--- src/rtl/fsk_iq_source.sv ---
// Continuous-phase FSK I/Q sample source: bit handshake, phase accumulator, quarter-wave sine LUT.
// Optional macro FSK_IQ_ZERO_IDLE_EN: drive i_out/q_out to zero when the source drops back to IDLE.
module fsk_iq_source #(
    parameter int PHASE_W = 16,
    parameter int FDEV    = 1024,
    parameter int SPS     = 8
) (
    input  logic        clk,
    input  logic        rst_n,
    input  logic        sample_tick,
    input  logic        bit_data,
    input  logic        bit_valid,
    output logic        bit_ready,
    output logic [13:0] i_out,
    output logic [13:0] q_out,
    output logic        iq_valid,
    output logic        underrun
);

    typedef enum logic {IDLE, RUN} state_t;

    localparam logic [PHASE_W-1:0] INC      = PHASE_W'(FDEV);
    localparam logic [7:0]         LAST_CNT = 8'(SPS - 1);

    state_t               state;
    logic [PHASE_W-1:0]   phase;
    logic [7:0]           sym_cnt;
    logic                 sym_bit;

    logic [PHASE_W-1:0]   phase_new;
    logic [5:0]           sin_idx;
    logic [5:0]           cos_idx;
    logic                 last_sym;

    function automatic logic [12:0] lut(input logic [4:0] k);
        logic [12:0] v;
        case (k)
            5'd0:    v = 13'd0;
            5'd1:    v = 13'd803;
            5'd2:    v = 13'd1598;
            5'd3:    v = 13'd2378;
            5'd4:    v = 13'd3135;
            5'd5:    v = 13'd3861;
            5'd6:    v = 13'd4551;
            5'd7:    v = 13'd5196;
            5'd8:    v = 13'd5792;
            5'd9:    v = 13'd6332;
            5'd10:   v = 13'd6811;
            5'd11:   v = 13'd7224;
            5'd12:   v = 13'd7567;
            5'd13:   v = 13'd7838;
            5'd14:   v = 13'd8034;
            5'd15:   v = 13'd8152;
            5'd16:   v = 13'd8191;
            default: v = 13'd0;
        endcase
        return v;
    endfunction

    // Quadrant fold: odd quadrants mirror the index, the upper half-circle negates.
    function automatic logic [13:0] sin14(input logic [5:0] idx);
        logic [4:0]  k;
        logic [13:0] m;
        k = idx[4] ? (5'd16 - {1'b0, idx[3:0]}) : {1'b0, idx[3:0]};
        m = {1'b0, lut(k)};
        return idx[5] ? (14'd0 - m) : m;
    endfunction

    assign phase_new = sym_bit ? (phase + INC) : (phase - INC);
    assign sin_idx   = phase_new[PHASE_W-1 -: 6];
    assign cos_idx   = sin_idx + 6'd16;
    assign last_sym  = (sym_cnt == LAST_CNT);
    assign bit_ready = (state == IDLE) || (sample_tick && last_sym);

    always_ff @(posedge clk or negedge rst_n) begin
        if (!rst_n) begin
            state    <= IDLE;
            phase    <= '0;
            sym_cnt  <= '0;
            sym_bit  <= 1'b0;
            i_out    <= '0;
            q_out    <= '0;
            iq_valid <= 1'b0;
            underrun <= 1'b0;
        end else begin
            underrun <= 1'b0;
            case (state)
                IDLE: begin
                    if (bit_valid) begin
                        sym_bit <= bit_data;
                        sym_cnt <= '0;
                        state   <= RUN;
                    end
                end
                RUN: begin
                    if (sample_tick) begin
                        phase    <= phase_new;
                        i_out    <= sin14(cos_idx);
                        q_out    <= sin14(sin_idx);
                        iq_valid <= 1'b1;
                        if (!last_sym) begin
                            sym_cnt <= sym_cnt + 8'd1;
                        end else if (bit_valid) begin
                            // Phase carries straight through the symbol boundary.
                            sym_bit <= bit_data;
                            sym_cnt <= '0;
                        end else begin
                            state    <= IDLE;
                            underrun <= 1'b1;
`ifdef FSK_IQ_ZERO_IDLE_EN
                            i_out    <= '0;
                            q_out    <= '0;
`endif
                        end
                    end
                end
                default: state <= IDLE;
            endcase
        end
    end

endmodule

--- config.mk ---
export PLATFORM = sky130hd
export DESIGN_NAME = fsk_iq_source
export DESIGN_NICKNAME = d
export VERILOG_FILES = /design/src/rtl/fsk_iq_source.sv
export SDC_FILE = /design/constraint.sdc
export NUM_CORES = 1
export LEC_CHECK = 0
export CORE_ASPECT_RATIO = 2
export CORE_MARGIN = 2
export CORE_UTILIZATION = 45
export CTS_CLUSTER_DIAMETER = 80
export DETAILED_ROUTE_END_ITERATION = 16
export PLACE_DENSITY_LB_ADDON = 0.15
export REMOVE_ABC_BUFFERS = 1
export SLEW_MARGIN = 25
export SYNTH_ARGS = -nofsm -noshare
export SYNTH_HDL_FRONTEND = slang
export SYNTH_SLANG_ARGS = --single-unit
--- constraint.sdc ---
create_clock -name clk -period 7.3 [get_ports clk]
set_clock_uncertainty 0.05 [all_clocks]
set_input_delay 0.73 -clock clk [delete_from_list [all_inputs] [get_ports clk]]
set_output_delay 0.73 -clock clk [all_outputs]
set_load 0.03 [all_outputs]
After elaboration in Yosys (flattened, before gate mapping)
Memories as Yosys holds them, arrays and structs flattened.
Cells that the tools add are included.
{"block": "totals", "reg_bits": 56, "romBits": 832, "in_bits": 5, "out_inout_bits": 31, "wordCells": 51, "memories": 2}
{"block": "classes", "add_sub_neg": 8, "eq_ne": 3, "n_mux": 25, "bitwise_logic": 1, "n_reduce_logical": 4}
{"name": "(name not given)", "words": 32, "width": 13, "rd": 1, "rd_clocked_by_memory_dff": 0, "write_ports": 0, "line_no": "37", "rtl": "case (k)"}
{"name": "(name not given)", "words": 32, "width": 13, "rd": 1, "rd_clocked_by_memory_dff": 0, "write_ports": 0, "line_no": "37"}
{"cell": "13-bit two-way mux", "count": 4}
{"cell": "14-bit two-way mux", "count": 2}
{"cell": "1-bit by 13-bit subtractor with 14-bit output, first input constant", "count": 2}
{"cell": "8-bit two-way mux", "count": 3}
{"cell": "16-bit by 11-bit adder with 16-bit output, second input constant", "count": 1}
{"cell": "16-bit two-way mux", "count": 1}
{"cell": "8-bit case mux with 2 select lines", "count": 1}
{"cell": "16-bit by 11-bit subtractor with 16-bit output, second input constant", "count": 1}
{"cell": "1-bit two-way mux", "count": 10}
{"cell": "5-bit two-way mux", "count": 2}
{"cell": "5-bit by 4-bit subtractor with 5-bit output, first input constant", "count": 2}
{"cell": "8-bit by 1-bit adder with 8-bit output, second input constant", "count": 1}
{"cell": "8-bit by 3-bit == test with 1-bit output, second input constant", "count": 1}
{"cell": "6-bit by 5-bit adder with 6-bit output, second input constant", "count": 1}
{"cell": "1-bit case mux with 2 select lines", "count": 2}
{"cell": "2-bit AND reduction", "count": 2}
{"cell": "2-bit by 1-bit != test with 1-bit output, second input constant", "count": 1}
{"cell": "2-bit != test, second input constant", "count": 1}
{"cell": "1-bit logical AND", "count": 1}
{"cell": "1-bit logical OR", "count": 1}
{"cell": "1-bit inverter", "count": 1}

Logic depth before layout (Yosys ltp)
An unclocked memory read counts as a cell.
{"block": "depth", "word_depth": 10, "ltp_mapped": 21, "depth_no_buf": 18}

Least setup slack after synthesis
OpenSTA, ideal clock, no wires.
{"block": "synth_path", "path_kind": "flip-flop to flip-flop", "start": "reg phase[10]", "end": "reg i_out[12]", "arrival_time_ns": 4.559, "required_time_ns": 7.126, "path_slack_ns": 2.566, "path_stages_with_launch": 21, "path_buffers": 3, "period_less_slack_ns": 4.734, "cell_sequence": "dfrtp_1 buf_2 clkinv_1 fa_1 nand2b_4 a21o_1 buf_6 xnor2_4 buf_2 nand2_1 and2_1 ha_1 nand2_1 a21oi_1 a211oi_1 o211a_1 a221o_1 or2_1 nor4_2 mux2i_1 o21ai_1"}
{"block": "synth_between", "elab_chain_len": 10, "word_cells_on_any_way": 11, "classes_between": "add/sub (5); mux (5); memory (1)"}
{"element": "start: declaration", "line_no": "26", "rtl": "logic [PHASE_W-1:0] phase;"}
{"element": "start signal: assignment", "line_no": "97", "rtl": "phase <= phase_new;"}
{"element": "16-bit by 11-bit subtractor with 16-bit output or 16-bit by 11-bit adder with 16-bit output (tied branches)", "line_no": "69", "rtl": "assign phase_new = sym_bit ? (phase + INC) : (phase - INC);"}
{"element": "16-bit two-way mux *", "line_no": "69"}
{"element": "6-bit by 5-bit adder with 6-bit output *", "line_no": "71", "rtl": "assign cos_idx = sin_idx + 6'd16;"}
{"element": "named net cos_idx[0]", "line_no": "32", "rtl": "logic [5:0] cos_idx;"}
{"element": "5-bit by 4-bit subtractor with 5-bit output", "line_no": "64", "rtl": "k = idx[4] ? (5'd16 - {1'b0, idx[3:0]}) : {1'b0, idx[3:0]};"}
{"element": "5-bit two-way mux *", "line_no": "64"}
{"element": "memory read 32 x 13 bit *"}
{"element": "13-bit two-way mux *", "line_no": "96", "rtl": "if (sample_tick) begin"}
{"element": "13-bit two-way mux *", "line_no": "87", "rtl": "case (state)"}
{"element": "1-bit by 13-bit subtractor with 14-bit output", "line_no": "66", "rtl": "return idx[5] ? (14'd0 - m) : m;"}
{"element": "14-bit two-way mux *", "line_no": "66"}
{"element": "end signal: assignment", "line_no": "98", "rtl": "i_out <= sin14(cos_idx);"}
{"element": "end: declaration", "line_no": "14", "rtl": "output logic [13:0] i_out,"}
The timed path passes the listed nets; every way through them passes the cells marked *. The select of a mux whose other input is x is not followed.
A chain may end at the register's enable or synchronous reset.

Final worst setup path
{"block": "layout_path", "start": "reg sym_bit", "end": "reg q_out[10]"}
{"block": "layout_between", "elab_chain_len": 8}
{"element": "start: declaration", "line_no": "28", "rtl": "logic sym_bit;"}
{"element": "start signal: assignment", "line_no": "90", "rtl": "sym_bit <= bit_data;"}
{"element": "start signal: assignment", "line_no": "105", "rtl": "sym_bit <= bit_data;"}
{"element": "16-bit two-way mux *", "line_no": "69"}
{"element": "5-bit by 4-bit subtractor with 5-bit output", "line_no": "64"}
{"element": "5-bit two-way mux", "line_no": "64"}
{"element": "memory read 32 x 13 bit"}
{"element": "13-bit two-way mux", "line_no": "96"}
{"element": "13-bit two-way mux", "line_no": "87"}
{"element": "1-bit by 13-bit subtractor with 14-bit output", "line_no": "66"}
{"element": "14-bit two-way mux *", "line_no": "66"}
{"element": "end signal: assignment", "line_no": "99", "rtl": "q_out <= sin14(sin_idx);"}
{"element": "end: declaration", "line_no": "15", "rtl": "output logic [13:0] q_out,"}
Mark *: on every way between the ends. The rest lies on a longest branch, timed or not. The select of a mux whose other input is x is not followed.

==> flow_summary.ini <==
[status]
outcome = complete, no violations

[run]
cap_violations = 0

[final_layout]
diodes = 0
multi_input_area_um2 = 3470
final_cell_mix = 85 x nand2_1, 54 x o21ai_0, 47 x nor2_1
drive_gt1_share_pct = 10.1
seqCellArea_um2 = 1150
fin_nets = 665
area_growth_syn_to_layout_pct = 12.1
mostFrequentLayoutCell = nand2_1
nFillCells = 1025

[floorplan]
dieArea_um2 = 11700
ios = 36
die_height_um = 151
rows = 53
start_util_pct = 46.2
coreArea_um2 = 10500
die_x_um = 77.6

[placed_design]
hpwl_um = 12500
port_buffers = 35
place_congestion = 1.05

[clocking]
clock_latency_ns = 0.30
cts_setup_buffers = 0
post_cts_resize_count = 0
clk_path_buf_depth = 2
cts_tree = built
ctsHoldBuffers = 0
root_buffer = clkbuf_16
clkSinkCount = 46
clk_pin_slew_ns = 0.06
cts_made_buffers = 5
cts_htree_levels = 2

[grt]
grt_usage_pct = 28.6
grt_pass1_wl_um = 26100
grt_max_degree = 47
antenna_found_initial = 0
grt_pass1_vias = 5040
overflow = 0

[worst_setup_path]
r2r_slack_ns = 2.21
crit_type = flip-flop to flip-flop
crit_required_ns = 7.41
worst-endpoint-arrival_ns = 5.20
worstSetupEndpointType = flip-flop
start_kind = flip-flop
crit_fanout = 14

[worst_hold_path]
hold_path_class = flip-flop to flip-flop

[synth]
yosysSeqAreaShare_pct = 23.6
synth_edf_count = 0
synthCells = 626
ys.flop_type = dfrtp_1
synth.cell_area_um2 = 4870
ys_types = 94
yosysWarningCount = 0
synth-async-reset-ratio_pct = 100
ys_ff_latch = 46
avgSynthCellArea_um2 = 7.79

[sta]
hold_viol_final = 0
tightestPinTransition_ns = 0.838
period_needed_ns = 5.09
setup_tns_ns = 0
fin_crit_sh_pct = 69.8
finalMaxSlewViolations = 0
slew_headroom_pct = 43.7
setup_viol = 0
fmax_mhz = 196
rsz0062_at_grt = false

[detailed_routing]
vias_per_cell = 6.41
drc_errors = 0
postRouteAntennaNets = 0
drt_iter0_drc = 246
first_pass_iters = 5
wire_per_inst_um = 21.1
routed_wl_um = 16500
num_vias = 5001
-- critical path: stages (launching register included) --
cell and delay, ns:
dfrtp_1 0.46, inv_1 0.20, ha_1 0.72, inv_1 0.33
xnor2_1 0.76, nor4_1 0.12, a211oi_1 0.27, o311ai_0 0.19
a221oi_1 0.68, inv_1 0.16, ha_1 0.25, nor3b_1 0.20
a41oi_1 0.31, xor2_1 0.17, o21ai_0 0.08
-- metal layers --
metal | GRT usage, % | vias up | share of wire, %
met2 | 51.5 | 214 | 52
met5 | 0 | - | 0
met1 | 29.5 | 2360 | 36
met3 | 3.40 | 80 | 4.6
li1 | - | 2347 | -
met4 | 22.5 | 0 | 7.7
-- through the flow --
stage / instance area (µm²) / hold WS [ns] / util, % / setup WS, ns / cells
finish: 5470 / 0.413 / 51.8 / 2.21 / 780
global placement: 5290 / 0.402 / 50.2 / 2.44 / 772
detailed placement: 5290 / 0.401 / 50.2 / 2.36 / 772
CTS: 5460 / 0.421 / 51.8 / 2.34 / 780
global route: 5470 / 0.450 / 51.8 / 1.93 / 780
floorplan: 4670 / 0.384 / - / 1.91 / 586
-- synthesized netlist by cell type (11+ instances only) --
| cell | instances | area (µm²) |
|---|---|---|
| inv_1 | 12 | 45.0 |
| nand3_1 | 24 | 120 |
| a21oi_1 | 40 | 200 |
| ha_1 | 17 | 213 |
| nand2_1 | 86 | 323 |
| buf_2 | 14 | 70.1 |
| o211ai_1 | 11 | 82.6 |
| xor2_1 | 14 | 123 |
| o21ai_0 | 54 | 270 |
| nor2_1 | 47 | 176 |
| o21ai_1 | 11 | 55.1 |
| nor3_1 | 17 | 85.1 |
| dfrtp_1 | 46 | 1150 |
| xnor2_1 | 19 | 166 |
| clkbuf_1 | 18 | 67.6 |
-- kinds of logic after synthesis --
logic type / count (synthesis) / synth area share, %
AOI/OAI and AO/OA: 216 / 30.6
xor gates and xnor gates: 37 / 7.73
adders and majority gates: 18 / 4.78
buffers and inverters: 55 / 5.37
DFF: 46 / 23.6
muxes: 13 / 3.06
and+or+nand+nor: 241 / 24.9
-- final cells by class --
class	count	area share [%]
multi-input cells	525	63.5
clock buffers	6	2.36
clock inverters	2	0.687
well taps	137	3.14
repair buffers	49	8.24
flip-flops and latches	46	21.1
inverters	15	1.03
-- path summary, 6_finish.rpt --
check / end / startpoint / depth (start not counted)
hold reg to reg: iq_valid / iq_valid / 1
setup reg to reg: q_out[10] / sym_bit / 14
hold / removal: iq_valid / iq_valid / 1
min in group asynchronous: i_out[8] / rst_n / 2
max in group asynchronous: q_out[2] / rst_n / 2
setup / recovery: q_out[10] / sym_bit / 14
-- flip-flops by register name (all words and copies together), names as in the netlist --
register  count
iq_valid      1
sym_cnt       8
sym_bit       1
i_out        14
underrun      1
q_out        14
phase         6
state         1
Power is not shown: default switching activity piles up to over one toggle a cycle in this logic, so the estimate is an artifact.
